==> config.mk <==
export PLATFORM = sky130hd
export DESIGN_NAME = uart_rx_9bit
export DESIGN_NICKNAME = d
export VERILOG_FILES = /design/src/rtl/uart_pkg.sv /design/src/rtl/uart_baud_tick.sv /design/src/rtl/uart_rx_9bit.sv
export SDC_FILE = /design/constraint.sdc
export NUM_CORES = 1
export LEC_CHECK = 0
export ABC_AREA = 1
export CAP_MARGIN = 5
export CORE_MARGIN = 5
export CORE_UTILIZATION = 45
export DETAILED_ROUTE_END_ITERATION = 6
export MAX_ROUTING_LAYER = met4
export PLACE_DENSITY = 0.64
export SKIP_CTS_REPAIR_TIMING = 1
export SLEW_MARGIN = 20
export SYNTH_ARGS = -nofsm -noshare
export SYNTH_HDL_FRONTEND = slang
export SYNTH_SLANG_ARGS = --single-unit
==> constraint.sdc <==
create_clock -name clock -period 2.7 [get_ports clock]
set_input_delay 0.54 -clock clock [delete_from_list [all_inputs] [get_ports clock]]
set_output_delay 0.54 -clock clock [all_outputs]
set_load 0.01 [all_outputs]
==> src/rtl/uart_pkg.sv <==
// -----------------------------------------------------------------------------
// uart_pkg
//   Shared definitions for the 9-bit UART receiver and its matching transmitter.
//   - rx_state_t : receiver FSM state encoding
//   - FRAME_BITS : data bits per frame
//   - STOP_LEVEL : line level of a valid stop bit
//   - maj3()     : 2-of-3 majority vote used at mid-bit
// -----------------------------------------------------------------------------
package uart_pkg;

   typedef enum logic [2:0] {
      IDLE,
      START,
      DATA,
      STOP,
      BREAK
   } rx_state_t;

   localparam int   FRAME_BITS = 9;
   localparam logic STOP_LEVEL = 1'b1;

   function automatic logic maj3(input logic a, input logic b, input logic c);
      return (a & b) | (a & c) | (b & c);
   endfunction

endpackage

==> src/rtl/uart_baud_tick.sv <==
// -----------------------------------------------------------------------------
// uart_baud_tick
//   Oversample tick generator. Counts 0..DIV-1 and raises `tick` for one clock
//   while the count sits at DIV-1. Holding `clear` high parks the counter at 0
//   and suppresses the tick, so the first tick after release arrives DIV clocks
//   later.
//   Ports:
//     clock  in  system clock, rising edge
//     reset  in  asynchronous active-low reset
//     clear  in  synchronous counter clear / hold
//     tick   out one-cycle sample strobe
// -----------------------------------------------------------------------------
module uart_baud_tick #(
   parameter int DIV = 4
) (
   input  logic clock,
   input  logic reset,
   input  logic clear,
   output logic tick
);

   localparam int CW = $clog2(DIV) + 1;
   localparam logic [CW-1:0] CNT_LAST = CW'(DIV - 1);

   logic [CW-1:0] cnt_q, cnt_d;

   always_comb begin
      cnt_d = cnt_q;
      tick  = 1'b0;
      if (clear) begin
         cnt_d = '0;
      end else if (cnt_q == CNT_LAST) begin
         tick  = 1'b1;
         cnt_d = '0;
      end else begin
         cnt_d = cnt_q + 1'b1;
      end
   end

   always_ff @(posedge clock or negedge reset) begin
      if (!reset) cnt_q <= '0;
      else        cnt_q <= cnt_d;
   end

endmodule

==> src/rtl/uart_rx_9bit.sv <==
// -----------------------------------------------------------------------------
// uart_rx_9bit
//   Receiver for 9-data-bit, 1-stop, no-parity frames, 16x (OVERSAMPLE)
//   oversampled with a 3-sample majority vote at mid-bit.
//   Ports:
//     clock          in  system clock, rising edge
//     reset          in  asynchronous active-low reset
//     rx             in  asynchronous serial line, idle high
//     data[8:0]      out last good word, stable between done pulses
//     done           out one-cycle pulse, data valid this cycle
//     framing_error  out one-cycle pulse, stop bit sampled low
// -----------------------------------------------------------------------------
module uart_rx_9bit
   import uart_pkg::*;
#(
   parameter int CLK_HZ     = 25_000_000,
   parameter int BAUD       = 9600,
   parameter int OVERSAMPLE = 16
) (
   input  logic                  clock,
   input  logic                  reset,
   input  logic                  rx,
   output logic [FRAME_BITS-1:0] data,
   output logic                  done,
   output logic                  framing_error
);

   localparam int DIV = CLK_HZ / (BAUD * OVERSAMPLE);
   localparam int SW  = $clog2(OVERSAMPLE);

   localparam logic [SW-1:0] S_LAST = SW'(OVERSAMPLE - 1);
   localparam logic [SW-1:0] S_V0   = SW'(OVERSAMPLE / 2 - 1);
   localparam logic [SW-1:0] S_V1   = SW'(OVERSAMPLE / 2);
   localparam logic [SW-1:0] S_V2   = SW'(OVERSAMPLE / 2 + 1);
   localparam logic [3:0]    B_LAST = 4'(FRAME_BITS - 1);

   rx_state_t             state_q, state_d;
   logic                  rx_meta_q, rx_meta_d;
   logic                  rx_s_q, rx_s_d;
   logic [SW-1:0]         s_q, s_d;
   logic [3:0]            b_q, b_d;
   logic                  v0_q, v0_d;
   logic                  v1_q, v1_d;
   logic [FRAME_BITS-1:0] sr_q, sr_d;
   logic [FRAME_BITS-1:0] data_q, data_d;
   logic                  done_q, done_d;
   logic                  ferr_q, ferr_d;

   logic tick;
   logic tick_clear;
   logic vote;

   // Tick counter is held at zero throughout IDLE, which also clears it on
   // the transition into START.
   assign tick_clear = (state_q == IDLE);

   uart_baud_tick #(
      .DIV (DIV)
   ) u_baud_tick (
      .clock (clock),
      .reset (reset),
      .clear (tick_clear),
      .tick  (tick)
   );

   // Two earlier samples plus the live one; only meaningful at s == S_V2.
   assign vote = maj3(v0_q, v1_q, rx_s_q);

   always_comb begin
      rx_meta_d = rx;
      rx_s_d    = rx_meta_q;
      state_d   = state_q;
      s_d       = s_q;
      b_d       = b_q;
      v0_d      = v0_q;
      v1_d      = v1_q;
      sr_d      = sr_q;
      data_d    = data_q;
      done_d    = 1'b0;
      ferr_d    = 1'b0;

      // Bit-timing sample counter; BREAK reuses s as its own high-run counter.
      if (tick && (state_q != BREAK)) begin
         s_d = (s_q == S_LAST) ? '0 : s_q + 1'b1;
         if (s_q == S_V0) v0_d = rx_s_q;
         if (s_q == S_V1) v1_d = rx_s_q;
      end

      case (state_q)
         IDLE: begin
            s_d = '0;
            b_d = '0;
            if (!rx_s_q) state_d = START;
         end
         START: begin
            if (tick) begin
               if ((s_q == S_V2) && vote) begin
                  state_d = IDLE;
               end else if (s_q == S_LAST) begin
                  state_d = DATA;
                  b_d     = '0;
               end
            end
         end
         DATA: begin
            if (tick) begin
               // LSB arrives first, so after nine shifts d0 sits in bit 0.
               if (s_q == S_V2) sr_d = {vote, sr_q[FRAME_BITS-1:1]};
               if (s_q == S_LAST) begin
                  if (b_q == B_LAST) state_d = STOP;
                  else               b_d     = b_q + 1'b1;
               end
            end
         end
         STOP: begin
            // Decide at the vote rather than waiting out the stop bit, so a
            // start bit immediately following is not missed.
            if (tick && (s_q == S_V2)) begin
               if (vote == STOP_LEVEL) begin
                  data_d  = sr_q;
                  done_d  = 1'b1;
                  state_d = IDLE;
               end else begin
                  ferr_d  = 1'b1;
                  s_d     = '0;
                  state_d = BREAK;
               end
            end
         end
         BREAK: begin
            // Needs OVERSAMPLE consecutive high ticks; any low restarts.
            if (!rx_s_q) begin
               s_d = '0;
            end else if (tick) begin
               if (s_q == S_LAST) state_d = IDLE;
               else               s_d     = s_q + 1'b1;
            end
         end
         default: state_d = IDLE;
      endcase
   end

   always_ff @(posedge clock or negedge reset) begin
      if (!reset) begin
         state_q   <= IDLE;
         rx_meta_q <= 1'b1;
         rx_s_q    <= 1'b1;
         s_q       <= '0;
         b_q       <= '0;
         v0_q      <= 1'b1;
         v1_q      <= 1'b1;
         sr_q      <= '0;
         data_q    <= '0;
         done_q    <= 1'b0;
         ferr_q    <= 1'b0;
      end else begin
         state_q   <= state_d;
         rx_meta_q <= rx_meta_d;
         rx_s_q    <= rx_s_d;
         s_q       <= s_d;
         b_q       <= b_d;
         v0_q      <= v0_d;
         v1_q      <= v1_d;
         sr_q      <= sr_d;
         data_q    <= data_d;
         done_q    <= done_d;
         ferr_q    <= ferr_d;
      end
   end

   assign data          = data_q;
   assign done          = done_q;
   assign framing_error = ferr_q;

endmodule

* Word level (Yosys, flattened, before mapping)
Index checks and enable logic that the tools add are counted.
** Word-level totals
- Output and inout bits :: 11
- Register bits :: 44
- Memory bits (writable) :: 0
- Memories kept :: 0
- Bits in latches :: 0
- Bits of input ports :: 3
- ROM bits :: 0
** Operators by class
- Reductions and logical operators :: 11
- Add/subtract/negate cells :: 3
- Equality and inequality tests :: 24
- $mul :: 0
- $lt $le $gt $ge :: 0
- Bitwise gates (word level) :: 5
- Shift-type cells :: 0
- Div/mod/pow operators :: 0
- Mux-type cells :: 38
** Operator list (count)
- 2-to-1 mux 4 bit :: 13
- 2-to-1 mux 3 bit :: 12
- != test 2 bit, second input constant :: 12
- case mux 4 bit (3 select lines) :: 2
- 2-to-1 mux 9 bit :: 2
- == test 4 bit, second input constant :: 4
- case mux 3 bit (5 select lines) :: 1
- AND reduction 10 bit :: 1
- adder 9 x 1 -> 9 bit, second input constant :: 1
- == test 9 x 8 -> 1 bit, second input constant :: 1
- adder 4 x 1 -> 4 bit, second input constant :: 2
- 2-to-1 mux 1 bit :: 8
- AND reduction 7 bit :: 1
- == test 3 x 2 -> 1 bit, second input constant :: 2
- != test 3 bit, second input constant :: 2
- AND reduction 3 bit :: 2
- == test 4 x 3 -> 1 bit, second input constant :: 1
- AND reduction 2 bit :: 2
- AND 1 bit :: 3
- == test 3 x 1 -> 1 bit, second input constant :: 1
- == test 3 bit, second input constant :: 1
- logical AND 1 bit :: 3
- zero test 3 bit :: 1
- nonzero test 3 bit :: 1
- bitwise OR 1 bit :: 2

* Logic depth before layout (Yosys ltp)
- Word-level depth :: 9
- Depth in mapped cells :: 13

* Cells and area by module
From an unflattened synthesis, not the netlist that was laid out.
** Second synthesis, totals
- Cells, all modules :: 300
- Area, all modules :: 2428.6 sq um
** Modules (own cells, without submodules)
- uart_rx_9bit :: cells an instance 234, area each 1926.8 sq um, seq. area each 880.8 sq um, instances 1
- uart_baud_tick :: cells an instance 66, area each 501.7 sq um, seq. area each 225.2 sq um, instances 1

* Least setup slack after synthesis
No wires, ideal clock.
- Path kind :: register to register
- From :: reg u_baud_tick.cnt_q[1]
- To :: reg data_q[8], in the netlist data[8]
- Required time :: 2582 ps
- Path slack :: 1165 ps
- Clock period less this slack :: 1535 ps
- Data arrival time :: 1418 ps
- Path buffers :: 1
- Cell stages (with the launch flop) :: 13
- Cells stage by stage :: dfrtp_1 inv_1 ha_1 nand2_1 inv_1 nand2_1 nor2_4 nand3_2 inv_4 nand3_4 buf_6 nand2_1 o21ai_2
** Between the ends
- Longest elaborated chain between the ends :: 5
** Ends and longest elaborated chain
- start: declaration :: RTL line uart_baud_tick.sv:25 : logic [CW-1:0] cnt_q, cnt_d;
- start signal: assignment :: RTL line uart_baud_tick.sv:42 : else cnt_q <= cnt_d;
- == test 9 x 8 -> 1 bit :: RTL line uart_baud_tick.sv:32 : end else if (cnt_q == CNT_LAST) begin
- 2-to-1 mux 1 bit :: RTL line uart_baud_tick.sv:32
- 2-to-1 mux 1 bit :: RTL line uart_baud_tick.sv:30 : if (clear) begin
- logical AND 1 bit :: RTL line uart_rx_9bit.sv:118 : if (tick && (s_q == S_V2)) begin
- AND reduction 3 bit (no line)
- end signal: assignment :: RTL line uart_rx_9bit.sv:165 : data_q <= data_d;
- end: declaration :: RTL line uart_rx_9bit.sv:45 : logic [FRAME_BITS-1:0] data_q, data_d;
No other way between the ends.
A chain may end at the register's enable or synchronous reset.

* Worst setup path after layout
- From :: reg data_q[2], in the netlist data[2]
- To :: out data[2]
** RTL lines
- end: declaration :: RTL line uart_rx_9bit.sv:23 : output logic [FRAME_BITS-1:0] data,
No word-level cell between the ends.

==> impl_metrics.py <==
metrics = {
    "drt": {
        "postRouteAntennaNets": 0,
        "routedWlPerCell_um": 11.37,
        "first_iter_violations": 55,
        "drt_pre_antenna_iters": 4,
        "wl_um": 4424,
        "vias_per_cell": 4.699,
        "vias": 1828,
        "drc": 0,
    },
    "placement": {
        "port_buffers": 13,
        "finalWeightedCongestion": 0.8791,
        "dpl.hpwl_um": 3212,
    },
    "worst_setup_path": {
        "r2r_start": "rx_s_q$_DFF_PN1_",
        "cp_slowest_stage_delay_ns": 0.54,
        "r2r_end": "b_q[2]$_DFFE_PN0P_",
        "critPathRequiredTime_ns": 2.16,
        "reg2reg_slack_ns": 0.98,
        "worstPathCellList": "clkdlybuf4s50_1",
        "crit_type": "flop to output port",
        "rr_worst_depth": 9,
        "crit_fanout": 2,
        "cp.buffers_inverters": 1,
        "cp.arrival_ns": 1.21,
        "critPathTopFamily": "buffers and inverters",
        "worstSetupEndpointType": "output port",
        "cp-start-kind": "flop",
        "slowest_stage": "clkdlybuf4s50_1",
    },
    "layout": {
        "multi_input_area_mm2": 0.001044,
        "layout_commonest_cell": "nand2_1",
        "fill_cells": 504,
        "n_antenna_cell": 0,
        "area_growth_pct": 15.45,
        "drive_above_1_share_pct": 11.29,
        "layout_common_cells": "89 x nand2_1, 44 x inv_1, 40 x dfrtp_1",
        "nets": 328,
        "area.sequential_mm2": 0.001106,
    },
    "yosys": {
        "yosysWarnings": 0,
        "synth.distinct_cells": 27,
        "synth_area_mm2": 0.002357,
        "synthXorXnorAreaFrac_pct": 1.115,
        "synth_cells": 298,
        "yosysSeqAreaShare_pct": 46.92,
        "synth_compound_area_share_pct": 10.35,
        "synth_top_family_by_area": "simple AND/OR/NAND/NOR gates",
        "muxShareOfSynthArea_pct": 0,
        "synthSimpleGateAreaFrac_pct": 29.09,
        "synth-seq-cells": 44,
        "synth.avg_cell_area_um2": 7.910,
        "synth_fa_ha_area_share_pct": 3.715,
        "syn_nets": 308,
    },
    "sta": {
        "tns_ns": 0,
        "slew_headroom_pct": 38.17,
        "fin_crit_ns": 1.751,
        "max_freq_ghz": 0.5712,
        "fin_crit_sh_pct": 64.85,
        "hold_viol_final": 0,
        "setup_viol": 0,
        "rsz0062_at_grt": "false",
        "tightest_slew_ns": 0.9274,
        "clock_skew_ns": 0.007154,
        "drv_slew": 0,
    },
    "floorplan": {
        "die_h_um": 82.38,
        "die_area_mm2": 0.006786,
        "initial_core_util_pct": 46.15,
        "core_area_mm2": 0.005107,
        "ioPinCount": 14,
        "num_rows": 26,
        "fp.dieW_um": 82.38,
    },
    "clock_network": {
        "cts_num_sinks": 44,
        "cts_buffers": 5,
        "cts_tree": "yes",
        "clock_latency_ns": 0.30,
        "cts_max_level": 2,
        "clockBufferDepth": 2,
        "cts-root-buf": "clkbuf_8",
        "cts.clk_slew.worst_paths_ns": 0.09,
    },
    "min_path": {
        "hold_path.class": "flop to flop",
        "hold_start": "rx_meta_q$_DFF_PN1_",
        "hold_depth": 0,
        "holdPathEnd": "rx_s_q$_DFF_PN1_",
    },
    "grt": {
        "antenna_found_initial": 0,
        "grt_max_degree": 43,
        "grt_usage_pct": 15.46,
        "grt_pass1_wl_um": 7845,
        "grt_pass1_vias": 1813,
        "grt_overflow_total": 0,
    },
    "power_and_ir_drop": {
        "ir_drop_uv": 354.3,
        "powerDensity_mw_per_mm2": 505.5,
        "power_leakage_uw": 0.001358,
        "total_power_uw": 1376,
    },
    "job": {
        "cap_viol_max_count": 0,
    },
    "outcome": {
        "status": "complete, no violations",
    },
}
==> logic make-up after synthesis <==
family / count (synthesis)
AOI/OAI and AO/OA: 40
xor gates and xnor gates: 3
adders and majority gates: 7
buffers and inverters: 50
DFF: 44
and+or+nand+nor: 154
==> stage by stage <==
step / setup WS (ns) / area (µm²) / hold slack, ns / std cells / utilization [%]
after floorplan: 1.165 / 2357 / 0.2444 / 298 / -
after global placement: 1.002 / 2562 / 0.3456 / 381 / 50.17
after detailed placement: 0.9758 / 2562 / 0.3469 / 381 / 50.17
after CTS: 0.9445 / 2721 / 0.3594 / 389 / 53.28
after global routing: 0.7428 / 2721 / 0.3617 / 389 / 53.28
final: 0.9491 / 2721 / 0.3576 / 389 / 53.28
==> how the worst max path moves through the flow <==
stage / start / slack [ns] / end / depth (start not counted)
3_3_place_gp: rx_s_q$_DFF_PN1_ / 1.00 / b_q[3]$_DFFE_PN0P_ / 9
2_1_floorplan: u_baud_tick.cnt_q[1]$_DFF_PN0_ / 1.16 / data[8]$_DFFE_PN0P_ / 12
6_report: data[2]$_DFFE_PN0P_ / 0.95 / data[2] / 1
5_1_grt: s_q[0]$_DFF_PN0_ / 0.74 / b_q[2]$_DFFE_PN0P_ / 9
4_1_cts: data[2]$_DFFE_PN0P_ / 0.94 / data[2] / 1
3_5_place_dp: rx_s_q$_DFF_PN1_ / 0.98 / b_q[2]$_DFFE_PN0P_ / 9
==> where the power goes <==
part / switching [µW] / internal (µW) / leakage [µW]
Clock: 233 / 463 / 0.0000784
Combinational: 13.5 / 3.90 / 0.000694
Sequential: 1.36 / 661 / 0.000586
==> metal layers <==
metal | vias to the layer above | wire (µm) | global-route usage (%)
li1 | 972 | - | -
met1 | 825 | 2244 | 19.83
met2 | 26 | 1985 | 24.68
met3 | 5 | 130 | 3.254
met4 | 0 | 64 | 4.485
met5 | - | 0 | -
==> registers in the layout, summed over array words and instances, names as in the netlist <==
register,flops
sr_q,9
rx_s_q,1
data,9
u_baud_tick.cnt_q,9
framing_error,1
s_q,4
b_q,4
state_q,3
v1_q,1
done,1
rx_meta_q,1
v0_q,1
==> cell usage after synthesis <==
library cell,number,area [µm²]
nand4_1,1,6.260
nor2_4,3,33.78
o21ai_1,10,50.05
o21ai_2,8,70.07
nor3b_1,3,22.52
ha_1,7,87.58
xnor2_1,2,17.52
o21ai_0,12,60.06
dfrtp_1,40,1001
nand2_4,1,11.26
nor2_1,29,108.9
nand3_4,1,17.52
nand3_1,19,95.09
buf_6,2,22.52
a21oi_1,4,20.02
o21bai_1,5,37.54
a31oi_1,1,6.260
nand3_2,2,20.02
xor2_1,1,8.760
or2_2,1,6.260
inv_4,2,12.51
dfstp_2,4,105.1
inv_2,2,7.510
inv_1,44,165.2
nor3_1,4,20.02
nor3_2,1,10.01
nand2_1,89,334.1
==> layout make-up <==
type | instances | area share [%]
sequential | 44 | 40.64
multi-input combinational | 204 | 38.34
inverter | 48 | 6.805
timing repair buffer | 15 | 5.149
clock inverter | 3 | 3.310
tap | 70 | 3.218
clock buffer | 5 | 2.529
Note: power is estimated with default switching activity, not from simulation.
